$ cat src/rtl/cart_bank_mapper.sv
// Cartridge ROM bank mapper: translates CPU ROM word addresses through a
// bank-page table and forwards reads to memory over a toggle handshake.
// Bank writes that arrive while a read is in flight are held in a 1-deep
// pending register and applied on the completion edge, so a transfer never
// sees a mixed mapping.
// Optional build macro MAPPER_BANK0_WR_EN: when defined, bank 0 is writable
// like any other bank; otherwise bank 0 is fixed at page 0.
module cart_bank_mapper #(
    parameter int NUM_BANKS = 8,
    parameter int BANK_BITS = 19,
    parameter int PAGE_W    = 6,
    localparam int SEL_W    = $clog2(NUM_BANKS)
) (
    input  logic                          MCLK,
    input  logic                          RESET_N,
    input  logic [SEL_W-1:0]              MAPPER_A,
    input  logic                          MAPPER_WE,
    input  logic [PAGE_W-1:0]             MAPPER_D,
    input  logic [PAGE_W-1:0]             PAGE_MASK,
    input  logic [BANK_BITS+SEL_W-1:1]    CPU_ADDR,
    input  logic                          CPU_REQ,
    output logic                          CPU_ACK,
    output logic [15:0]                   CPU_DOUT,
    output logic [PAGE_W+BANK_BITS-1:1]   MEM_ADDR,
    output logic                          MEM_REQ,
    input  logic                          MEM_ACK,
    input  logic [15:0]                   MEM_DIN,
    output logic                          USE_MAP,
    output logic                          BUSY
);

    typedef enum logic {S_IDLE, S_WAIT} state_t;

    state_t                        state, state_nx;
    logic [PAGE_W-1:0]             page_tab [NUM_BANKS];
    logic                          pend_valid;
    logic [SEL_W-1:0]              pend_a;
    logic [PAGE_W-1:0]             pend_d;
    logic                          cpu_ack_q, mem_req_q, busy_q, use_map_q;
    logic [15:0]                   cpu_dout_q;
    logic [PAGE_W+BANK_BITS-1:1]   mem_addr_q;

    logic                          req_pending, mem_done, start, finish;
    logic                          wr_accept, wr_now, wr_defer;
    logic                          tab_we;
    logic [SEL_W-1:0]              tab_wa;
    logic [PAGE_W-1:0]             tab_wd;
    logic [SEL_W-1:0]              sel;
    logic [PAGE_W-1:0]             page;

    assign req_pending = CPU_REQ ^ cpu_ack_q;
    assign mem_done    = ~(MEM_ACK ^ mem_req_q);

`ifdef MAPPER_BANK0_WR_EN
    assign wr_accept = MAPPER_WE;
`else
    // Bank 0 keeps its reset page 0 forever, protecting the vector area.
    assign wr_accept = MAPPER_WE && (MAPPER_A != '0);
`endif

    // Writes land immediately only when idle and no request is being taken.
    assign wr_now   = wr_accept && (state == S_IDLE) && !req_pending;
    assign wr_defer = wr_accept && !wr_now;

    // Combinational translation; only the resulting address is registered.
    assign sel  = CPU_ADDR[BANK_BITS+SEL_W-1:BANK_BITS];
    assign page = page_tab[sel] & PAGE_MASK;

    // Next-state and handshake control decode.
    always_comb begin
        // NOTE: every output of this block gets a default first so no path leaves it unassigned, which would infer a latch.
        state_nx = state;
        start    = 1'b0;
        finish   = 1'b0;
        case (state)
            S_IDLE: if (req_pending) begin
                start    = 1'b1;
                state_nx = S_WAIT;
            end
            S_WAIT: if (mem_done) begin
                finish   = 1'b1;
                state_nx = S_IDLE;
            end
            default: state_nx = S_IDLE;
        endcase
    end

    // Table write port: a write arriving on the completion edge is the newest, so it beats the pending one.
    always_comb begin
        tab_we = 1'b0;
        tab_wa = MAPPER_A;
        tab_wd = MAPPER_D;
        if (wr_now || (finish && wr_accept)) begin
            tab_we = 1'b1;
        end else if (finish && pend_valid) begin
            tab_we = 1'b1;
            tab_wa = pend_a;
            tab_wd = pend_d;
        end
    end

    // State register.
    always_ff @(posedge MCLK or negedge RESET_N) begin
        // NOTE: sequential state uses non-blocking assignments so every flop samples pre-edge values.
        if (!RESET_N) state <= S_IDLE;
        else          state <= state_nx;
    end

    // Page table and mapping-status flag.
    always_ff @(posedge MCLK or negedge RESET_N) begin
        if (!RESET_N) begin
            // NOTE: the table is a handful of flops, so it is reset to identity rather than left uninitialised like a RAM.
            for (int i = 0; i < NUM_BANKS; i++) page_tab[i] <= PAGE_W'(i);
            use_map_q <= 1'b0;
        end else if (tab_we) begin
            page_tab[tab_wa] <= tab_wd;
            use_map_q        <= 1'b1;
        end
    end

    // One-deep pending bank write; last write wins, cleared when applied.
    always_ff @(posedge MCLK or negedge RESET_N) begin
        if (!RESET_N) begin
            pend_valid <= 1'b0;
            pend_a     <= '0;
            pend_d     <= '0;
        end else if (finish) begin
            pend_valid <= 1'b0;
        end else if (wr_defer) begin
            pend_valid <= 1'b1;
            pend_a     <= MAPPER_A;
            pend_d     <= MAPPER_D;
        end
    end

    // Handshake datapath: launch on start, return data on finish.
    always_ff @(posedge MCLK or negedge RESET_N) begin
        if (!RESET_N) begin
            mem_addr_q <= '0;
            mem_req_q  <= 1'b0;
            cpu_ack_q  <= 1'b0;
            cpu_dout_q <= '0;
            busy_q     <= 1'b0;
        end else if (start) begin
            mem_addr_q <= {page, CPU_ADDR[BANK_BITS-1:1]};
            mem_req_q  <= ~mem_req_q;
            busy_q     <= 1'b1;
        end else if (finish) begin
            cpu_dout_q <= MEM_DIN;
            cpu_ack_q  <= ~cpu_ack_q;
            busy_q     <= 1'b0;
        end
    end

    assign CPU_ACK  = cpu_ack_q;
    assign CPU_DOUT = cpu_dout_q;
    assign MEM_ADDR = mem_addr_q;
    assign MEM_REQ  = mem_req_q;
    assign USE_MAP  = use_map_q;
    assign BUSY     = busy_q;

endmodule

$ cat config.mk
export PLATFORM = sky130hd
export DESIGN_NAME = cart_bank_mapper
export DESIGN_NICKNAME = d
export VERILOG_FILES = /design/src/rtl/cart_bank_mapper.sv
export SDC_FILE = /design/constraint.sdc
export NUM_CORES = 1
export LEC_CHECK = 0
export ABC_AREA = 1
export BUFFER_PORTS_ARGS = -buffer_cell sky130_fd_sc_hd__buf_2
export CELL_PAD_IN_SITES_DETAIL_PLACEMENT = 1
export CELL_PAD_IN_SITES_GLOBAL_PLACEMENT = 1
export CORE_MARGIN = 4
export CORE_UTILIZATION = 43
export DETAILED_ROUTE_END_ITERATION = 12
export GPL_ROUTABILITY_DRIVEN = 0
export GPL_TIMING_DRIVEN = 0
export PLACE_DENSITY = 0.84
export SLEW_MARGIN = 5
export SYNTH_ARGS = -nofsm -noshare
export SYNTH_HDL_FRONTEND = slang
export SYNTH_SLANG_ARGS = --single-unit
$ cat constraint.sdc
create_clock -name MCLK -period 2.8 [get_ports MCLK]
set_input_delay 0.42 -clock MCLK [delete_from_list [all_inputs] [get_ports MCLK]]
set_output_delay 0.42 -clock MCLK [all_outputs]
set_load 0.03 [all_outputs]
==> results by group, run 1 <==
Synth
  – Yosys warns: 0
  – Multiplexer share of the synthesized area: 0%
  – Post-Syn Instances: 571
  – Post-Syn Area: 4690 sq um
  – Register area share after synthesis: 55.3%
  – Synth Area in Adders: 0%
  – Post-Synth XOR/XNOR Area: 0.560%
  – Syn_area_per_cell: 8.21 sq um
  – Yosys reg bits: 103
  – Simple-gate share of the synthesized area: 32.3%
  – Largest family of logic cells by synthesized area: simple AND/OR/NAND/NOR gates
  – Syn nets: 628
  – Cell variety after synth: 26
  – Synth Area in Compound Gates: 6.72%

Timing
  – Final Max Tran Viols: 0
  – Tmin final: 1.95 ns
  – Fin crit share: 69.8%
  – Final hold vios: 0
  – RSZ-0062 raised after global routing: false
  – Setup-failing EPs final: 0
  – Actual slew at the worst max-slew pin: 0.709 ns
  – Final setup TNS: 0 ns
  – Slew margin rel.: 52.8%
  – Highest clock rate: 0.512 GHz
  – Layout Skew: 0.0159 ns

Layout
  – Layout area overhead: 20.0%
  – Layout cells sized above 1: 23.5%
  – Util after Layout: 53.8%
  – Final Net Count: 740
  – Commonest cells after routing, fill and taps aside: nand2_1 (259), buf_2 (104), dfrtp_1 (91)
  – FILL cells: 1346
  – Most common cell after layout, fill and taps aside: nand2_1
  – Final Instance Area: 5630 sq um
  – Layout Cells excl Fill: 824
  – Antenna diode instance count: 0

Pwr
  – Pwr/cell area: 1160 nW/um^2
  – Total Power: 0.00654 W
  – Clock network fraction of total power: 16.8%
  – Max IR drop VDD: 0.602 mV
  – Combinational share of power: 43.2%
  – NetSw: 0.00292 W
  – Switching Share: 44.6%
  – Pint: 0.00362 W
  – Leakage: 3.07 nW
  – Reg power frac: 40.1%

Routing
  – DRC violations left: 0
  – Vias: 4239
  – Post-Route WL: 13.6 mm
  – Wirelength per Cell: 16.5 um
  – DRT Pass-1 Iters: 4
  – Routed vias/inst: 5.14
  – Detail Route Antenna Nets: 0
  – Drt initial violations: 188

Clock network
  – CTS H-tree depth: 3
  – CTS Hold Bufs: 0
  – Clock buffer depth: 2
  – Post-cts resize count: 0
  – CTS clk-pin slew, worst paths: 0.11 ns
  – Setup Buffers After CTS: 0
  – Worst-Skew Late Latency: 0.38 ns
  – CTS tree: built
  – Num CTS Buffers: 9
  – CTS root buf: clkbuf_8
  – CTS sink cnt: 103

Floorplanning
  – Die H: 112 um
  – Die ar.: 12600 sq um
  – Die W: 112 um
  – Core Rows: 37
  – Core box area: 10500 sq um
  – Initial Util: 44.8%
  – I/O Pins: 101

Critical path
  – Crit path buffers/inverters: 2
  – Critical-path maximum fanout: 10
  – Top cell by count, worst path: nand2_1
  – Crit Path Class: flop to flop
  – CP Launch Type: flop
  – CP peak stage delay: 0.48 ns
  – Setup crit end kind: flop
  – Crit path DAT: 2.28 ns
  – Critical path's slowest cell: o21ai_2
  – Worst path cell trace: inv_2, nand2_1, nand2_1, nor2_4, nand3_4, buf_2, o21ai_2, nand3_1, nand2_1
  – CP required: 3.12 ns
  – Cell family with most CP delay: simple AND/OR/NAND/NOR gates

GRT
  – Vias in the first global route: 4697
  – Tot GR Track Use: 22.4%
  – First-pass GRT wire length: 23.1 mm
  – Initial antenna violation count: 0
  – GRT overflow: 0
  – Pin count of the biggest net entering global routing: 67

Placement
  – DP Area: 5390 sq um
  – Detailed placement HPWL: 10.1 mm
  – Number of I/O port buffers: 100
  – Inst Count DP: 808

Worst hold path
  – HP Class: primary input to async pin

Run status
  – Run status: finished clean

Job
  – Max Cap Viol: 0
==> path summary, 6_finish.rpt <==
kind | startpoint | endpoint | slack [ns] | cells after the start
max in group asynchronous | RESET_N | page_tab[7]$_DFFE_PN1P_ | 2.06 | 2
worst max-delay path | MEM_REQ$_DFFE_PN0P_ | page_tab[0]$_DFFE_PN1P_ | 0.85 | 9
worst min-delay path | RESET_N | page_tab[42]$_DFFE_PN0P_ | 0.003 | 1
worst max register to register | MEM_REQ$_DFFE_PN0P_ | page_tab[0]$_DFFE_PN1P_ | 0.85 | 9
min in group MCLK | CPU_ADDR[13] | MEM_ADDR[13]$_DFFE_PN0P_ | 0.23 | 3
worst min register to register | page_tab[2]$_DFFE_PN1P_ | page_tab[2]$_DFFE_PN1P_ | 0.47 | 2
==> layout make-up <==
cell class	instances	area (sq um)	share of cell area, %
well taps	136	170	3.02
inverters	23	86.3	1.53
repair buffers	101	531	9.43
plain buffers	23	156	2.78
flip-flops and latches	103	2590	46.1
clock inverters	6	97.6	1.73
multi-input cells	422	1860	33.0
clock buffers	10	138	2.45
==> metal layers <==
metal | vias to the layer above | global-route usage, % | wire [um]
li1 | 2041 | - | -
met1 | 2084 | 28.8 | 5600
met2 | 102 | 38.3 | 7020
met3 | 12 | 4.58 | 791
met4 | 0 | 6.57 | 176
met5 | - | 0 | 0
==> registers in the layout, summed over array words and instances, names as in the netlist <==
name	count
pend_valid	1
MEM_ADDR	24
pend_a	3
page_tab	48
USE_MAP	1
MEM_REQ	1
state	1
BUSY	1
CPU_ACK	1
pend_d	6
CPU_DOUT	16
==> worst reg2reg max path: cells and delay by family (launching register included) <==
kind / cells / cell delay, ns
and+or+nand+nor: 6 / 0.73
AOI/OAI and AO/OA: 1 / 0.48
DFF: 1 / 0.41
buffers and inverters: 2 / 0.29
==> metrics by stage <==
stage                     hold WS (ns)  worst slack (ns)
after floorplan                  0.124              1.11
final                          0.00282             0.846
after detailed placement         0.426             0.683
after global placement           0.447             0.162
after CTS                       0.0143             0.838
after global routing            0.0401             0.666
==> Yosys cell counts (all sizes together) <==
cell	n	area, sq um
nor2	41	186
dfrtp	91	2280
inv	23	86.3
xor2	2	17.5
o221ai	2	17.5
nand4	4	25.0
nand3	59	318
o21ai	36	203
buf	15	126
o22ai	8	50.1
o211ai	2	15.0
dfstp	12	315
nand2	261	985
a21oi	6	30.0
clkbuf	8	30.0
xnor2	1	8.76
==> cells by family (layout without fill, tap and decap cells) <==
family / Yosys count / after routing
xor gates and xnor gates: 3 / 3
and+or+nand+nor: 365 / 365
AOI/OAI and AO/OA: 54 / 54
DFF: 103 / 103
buffers and inverters: 46 / 163
==> power by group through the flow <==
stage / Sequential, W / Clock, W / Combinational, W
after floorplan: 0.00313 / 0 / 0.00141
after global placement: 0.00260 / 0 / 0.00272
after detailed placement: 0.00264 / 0 / 0.00285
after CTS: 0.00262 / 0.00111 / 0.00287
after global routing: 0.00271 / 0.00117 / 0.00315
final: 0.00262 / 0.00109 / 0.00282
No activity file was read; power rests on OpenSTA's default activity.
==> run 2: changes to the inputs <==
- CORE_UTILIZATION: 43 -> 40
- PLACE_DENSITY: 0.84 -> 0.79
- clock period: 2.8 -> 1.92 ns (I/O delays scaled with it)
==> run 2 against run 1 <==
Compared with the run above: critical endpoint is now page_tab[42]$_DFFE_PN0P_; utilization down 2.6 points; sequential power grew 47%; worst hold slack gained 0.13 ns; non-clock buffer count up 8; largest cell class unchanged; via count is 1.6% higher; flip-flop and latch count did not move.
==> results by group, run 2 (synthesized netlist as in run 1, its figures left out) <==
Clock network
  – CTS sink cnt: 103
  – Clock buffer depth: 2
  – CTS clk-pin slew, worst paths: 0.07 ns
  – CTS root buf: clkbuf_16
  – Num CTS Buffers: 9
  – Worst-Skew Late Latency: 0.35 ns
  – CTS H-tree depth: 3
  – CTS tree: built

Layout
  – Layout cells sized above 1: 26.2%
  – Commonest cells after routing, fill and taps aside: nand2_1 (247), buf_2 (103), dfrtp_1 (91)
  – Most common cell after layout, fill and taps aside: nand2_1
  – Layout area overhead: 25.0%
  – Biggest register: page_tab
  – Layout Cells excl Fill: 838
  – Flip-flop count of the largest register, all copies and words added: 48
  – FILL cells: 1427
  – Final Net Count: 748
  – Antenna diode instance count: 0

Floorplanning
  – Die ar.: 13500 sq um
  – Die H: 116 um
  – Core box area: 11500 sq um
  – I/O Pins: 101
  – Die W: 116 um
  – Core Rows: 39
  – Initial Util: 40.9%

Critical path
  – Crit path DAT: 2.05 ns
  – CP required: 2.21 ns
  – CP peak stage delay: 0.40 ns
  – R2R setup slack: 0.16 ns
  – Top cell by count, worst path: nand2_1
  – CP Launch Type: flop
  – Setup crit end kind: flop
  – Critical path's slowest cell: dfrtp_1
  – Worst path cell trace: inv_2, nand2_1, nand2_1, nor2_4, nand3_4, buf_2, nand2_1, o21ai_4, nand3_1, nand2_1
  – Critical-path maximum fanout: 10
  – Crit Path Class: flop to flop

Placement
  – Inst Count DP: 815
  – Number of I/O port buffers: 100
  – Detailed placement HPWL: 10.2 mm
  – Pre-CTS setup slack: -0.0562 ns

Routing
  – Drt initial violations: 190
  – Wirelength per Cell: 16.7 um
  – DRC violations left: 0
  – Routed vias/inst: 5.14
  – Post-Route WL: 14.0 mm
  – Vias: 4306
  – DRT Pass-1 Iters: 5
  – Detail Route Antenna Nets: 0

Timing
  – Highest clock rate: 0.568 GHz
  – Slew margin rel.: 57.4%
  – RSZ-0062 raised after global routing: true
  – Setup slack after layout: 0.158 ns
  – Tmin final: 1.76 ns
  – Fin crit share: 91.8%
  – Final Max Tran Viols: 0
  – Setup-failing EPs final: 0
  – Minimum hold slack: 0.128 ns
  – Actual slew at the worst max-slew pin: 0.639 ns
  – Final hold vios: 0
  – Layout Skew: 0.00577 ns

GRT
  – Vias in the first global route: 4642
  – GRT overflow: 0
  – Tot GR Track Use: 21.6%
  – Initial antenna violation count: 0
  – Pin count of the biggest net entering global routing: 58
  – First-pass GRT wire length: 22.9 mm

Job
  – Max Cap Viol: 0

Pwr
  – Max IR drop VDD: 0.976 mV
  – Pwr/cell area: 1690 nW/um^2
  – Leakage: 3.18 nW

Run status
  – Run status: finished clean

Worst hold path
  – HP Class: primary input to flop
[run 2: cell count changes in the layout (fill, tap and decap cells not counted), sizes merged]
cell	previous run	this run
inv	26	23
buf	116	123
clkinv	1	5
bufinv	2	0
dlygate4sd3	0	1
[run 2: worst paths after layout]
kind                                       endpoint  depth (start not counted)                startpoint
min reg2reg                page_tab[20]$_DFFE_PN1P_                          2  page_tab[20]$_DFFE_PN1P_
min                        CPU_DOUT[13]$_DFFE_PN0P_                          3               MEM_DIN[13]
min in group asynchronous  page_tab[46]$_DFFE_PN0P_                          2                   RESET_N
max                        page_tab[42]$_DFFE_PN0P_                         10       MEM_REQ$_DFFE_PN0P_
max reg2reg                page_tab[42]$_DFFE_PN0P_                         10       MEM_REQ$_DFFE_PN0P_
max in group asynchronous  page_tab[25]$_DFFE_PN1P_                          3                   RESET_N
[run 2: final cells by class]
type	instances	area (sq um)	area share, %
buffer	23	159	2.71
clock buffer	10	239	4.08
tap	143	179	3.05
timing repair buffer	109	618	10.5
multi-input combinational	422	1960	33.5
sequential	103	2590	44.2
clock inverter	5	25.0	0.427
inverter	23	86.3	1.47
[run 2: timing repair]
item,CTS,global route
resized for setup,4,25
setup buffers,0,6
pin swaps,0,4
gates cloned,0,1
endpoints found under the setup margin,7,51
hold buffers,1,0
hold endpoints to repair,36,0
[run 2: report_power, final]
| group | internal (W) | switching [W] | leakage (nW) | total, W |
|---|---|---|---|---|
| Sequential | 0.00327 | 0.000567 | 1.25 | 0.00384 |
| Combinational | 0.00137 | 0.00302 | 1.80 | 0.00438 |
| Clock | 0.000896 | 0.000805 | 0.138 | 0.00170 |
[run 2: stage by stage]
step	total power, W	area, sq um	TNS (ns)	utilization [%]
floorplan	0.00664	4690	0	-
global placement	0.00778	5370	-57.28	46.8
detailed placement	0.00803	5400	-0.533	47.1
CTS	0.00978	5690	-0.00103	49.6
global route	0.0107	5860	-0.0176	51.1
finish	0.00992	5860	0	51.1
[run 2: metal layers]
layer / vias to the layer above / GRT usage (%) / wire (um)
met5: - / 0 / 0
met4: 0 / 6.03 / 191
met3: 15 / 6.11 / 866
met2: 92 / 36.4 / 7170
met1: 2133 / 27.3 / 5780
li1: 2066 / - / -
[run 2: critical path: cells and delay by family, from the launching register on]
| kind | cells | cell delay, ns |
|---|---|---|
| AND/OR/NAND/NOR | 7 | 0.70 |
| flip-flops | 1 | 0.40 |
| buffers and inverters | 2 | 0.40 |
| AO/OA/AOI/OAI | 1 | 0.17 |
==> run 3: changes to the inputs <==
- CORE_UTILIZATION: 40 -> 38
- PLACE_DENSITY: 0.79 -> 0.75
==> run 3 against run 2 <==
Compared with the run above: the run now ends with negative hold slack left; critical path depth increased by 2; sequential power about the same; flip-flop and latch count unchanged; count of clock-buffer cells in the layout increased by 5; clock power increased by 9%; design area increased by 1.5%; highest routed layer unchanged; final cell count increased by 3.9%; power increased by 1.9%; largest power group unchanged; maximum frequency decreased by 3.2%; die area increased by 4.9%; setup slack got worse by 0.058 ns; routed wire length increased by 0.12%; largest cell class unchanged.
==> results by group, run 3 (synthesized netlist as in run 1, its figures left out) <==
Timing
  – Layout Skew: 0.00833 ns
  – Minimum hold slack: -0.00653 ns
  – Slew margin rel.: 51.4%
  – Fin crit share: 94.8%
  – Setup slack after layout: 0.100 ns
  – Setup-failing EPs final: 0
  – Highest clock rate: 0.550 GHz
  – Final hold vios: 3
  – Actual slew at the worst max-slew pin: 0.729 ns
  – Tmin final: 1.82 ns
  – RSZ-0062 raised after global routing: true
  – Final Max Tran Viols: 0

GRT
  – Vias in the first global route: 4460
  – GRT overflow: 0
  – First-pass GRT wire length: 22.3 mm
  – Pin count of the biggest net entering global routing: 55
  – Initial antenna violation count: 0
  – Tot GR Track Use: 19.7%

Routing
  – Max Used Layer: met4
  – Post-Route WL: 14.0 mm
  – DRC violations left: 0
  – DRT Pass-1 Iters: 4
  – WL met3: 506 um
  – Drt initial violations: 217
  – Wirelength per Cell: 16.1 um
  – M1 WL: 6.29 mm
  – Routed vias/inst: 4.97
  – Detail Route Antenna Nets: 0
  – Vias: 4330
  – WL met2: 7.03 mm

Pwr
  – Pwr/cell area: 1700 nW/um^2
  – Combinational share of power: 43.8%
  – Max IR drop VDD: 0.556 mV
  – Clock network fraction of total power: 18.3%
  – Leakage: 3.18 nW
  – Total Power: 0.0101 W
  – NetSw: 0.00438 W
  – Reg power frac: 37.9%
  – Pint: 0.00573 W
  – Switching Share: 43.3%

Clock network
  – CTS tree: built
  – Num CTS Buffers: 9
  – Worst-Skew Late Latency: 0.35 ns
  – CTS H-tree depth: 3
  – CTS sink cnt: 103
  – CTS clk-pin slew, worst paths: 0.07 ns
  – CTS root buf: clkbuf_16
  – Clock buffer depth: 2

Layout
  – Flip-flop count of the largest register, all copies and words added: 48
  – Antenna diode instance count: 0
  – Layout area overhead: 26.9%
  – Final Net Count: 755
  – Final Instance Area: 5950 sq um
  – Commonest cells after routing, fill and taps aside: nand2_1 (246), buf_2 (103), dfrtp_1 (91)
  – Biggest register: page_tab
  – Util after Layout: 49.4%
  – Layout cells sized above 1: 26.5%
  – Most common cell after layout, fill and taps aside: nand2_1

Placement
  – Detailed placement HPWL: 9.85 mm
  – Pre-CTS setup slack: -0.0409 ns
  – Number of I/O port buffers: 100
  – DP Area: 5430 sq um

Floorplanning
  – Initial Util: 38.9%
  – Die W: 119 um
  – Core box area: 12100 sq um
  – Core Rows: 40
  – I/O Pins: 101
  – Die ar.: 14200 sq um
  – Die H: 119 um

Critical path
  – CP Launch Type: flop
  – Setup crit end kind: flop
  – Crit Path Class: flop to flop
  – Worst R2R Path Depth: 12
  – CP required: 2.21 ns
  – Critical-path maximum fanout: 10
  – Crit path DAT: 2.11 ns

Run status
  – Run status: finished with violations
  – Violated checks: negative hold slack

Worst hold path
  – HP Class: primary input to async pin

Job
  – Max Cap Viol: 0
run 3: critical path, stage by stage (launching register included):
cell,delay [ns]
dfrtp_1,0.40
inv_2,0.06
nand2_2,0.08
nand2_2,0.07
nor2_4,0.18
nand3_4,0.12
nand2_1,0.08
nand2_1,0.08
nor2_4,0.24
buf_4,0.16
buf_6,0.13
nand3_1,0.08
nand2_1,0.09
run 3: area by class of cell:
| class | count | area (sq um) |
|---|---|---|
| fillers | 1506 | 6110 |
| flip-flops and latches | 103 | 2590 |
| multi-input cells | 424 | 1970 |
| repair buffers | 114 | 648 |
| clock buffers | 15 | 258 |
| well taps | 168 | 210 |
| plain buffers | 23 | 163 |
| inverters | 23 | 86.3 |
| clock inverters | 1 | 30.0 |
run 3: final timing paths:
kind,endpoint,startpoint,slack (ns)
min in group MCLK,CPU_DOUT[1]$_DFFE_PN0P_,MEM_DIN[1],0.13
worst min register to register,USE_MAP$_DFFE_PN0P_,USE_MAP$_DFFE_PN0P_,0.46
worst min-delay path,CPU_DOUT[1]$_DFFE_PN0P_,RESET_N,-0.007
worst max-delay path,page_tab[15]$_DFFE_PN0P_,MEM_REQ$_DFFE_PN0P_,0.10
max in group asynchronous,page_tab[8]$_DFFE_PN1P_,RESET_N,1.15
worst max register to register,page_tab[15]$_DFFE_PN0P_,MEM_REQ$_DFFE_PN0P_,0.10
run 3: metal layers:
| metal | GRT usage, % | vias to the layer above |
|---|---|---|
| li1 | - | 2079 |
| met1 | 25.6 | 2149 |
| met2 | 33.8 | 88 |
| met3 | 2.94 | 14 |
| met4 | 6.30 | 0 |
| met5 | 0 | - |
run 3: power groups by stage:
stage | clock (W) | combinational [W] | sequential, W
global placement | 0 | 0.00398 | 0.00380
detailed placement | 0 | 0.00415 | 0.00385
finish | 0.00185 | 0.00443 | 0.00383
floorplan | 0 | 0.00206 | 0.00457
global route | 0.00198 | 0.00491 | 0.00394
CTS | 0.00189 | 0.00418 | 0.00382
run 3: metrics by stage:
stage	cells	TNS, ns
finish	871	0
global route	871	-1.06
CTS	856	0
detailed placement	840	-0.360
global placement	839	-56.23
floorplan	571	0
run 3: what timing repair did:
item | in CTS | in global routing
resized for setup | 3 | 26
hold buffers | 0 | 0
setup buffers | 0 | 13
endpoints found under the setup margin | 7 | 49
pin swaps | 0 | 3
gates cloned | 0 | 2
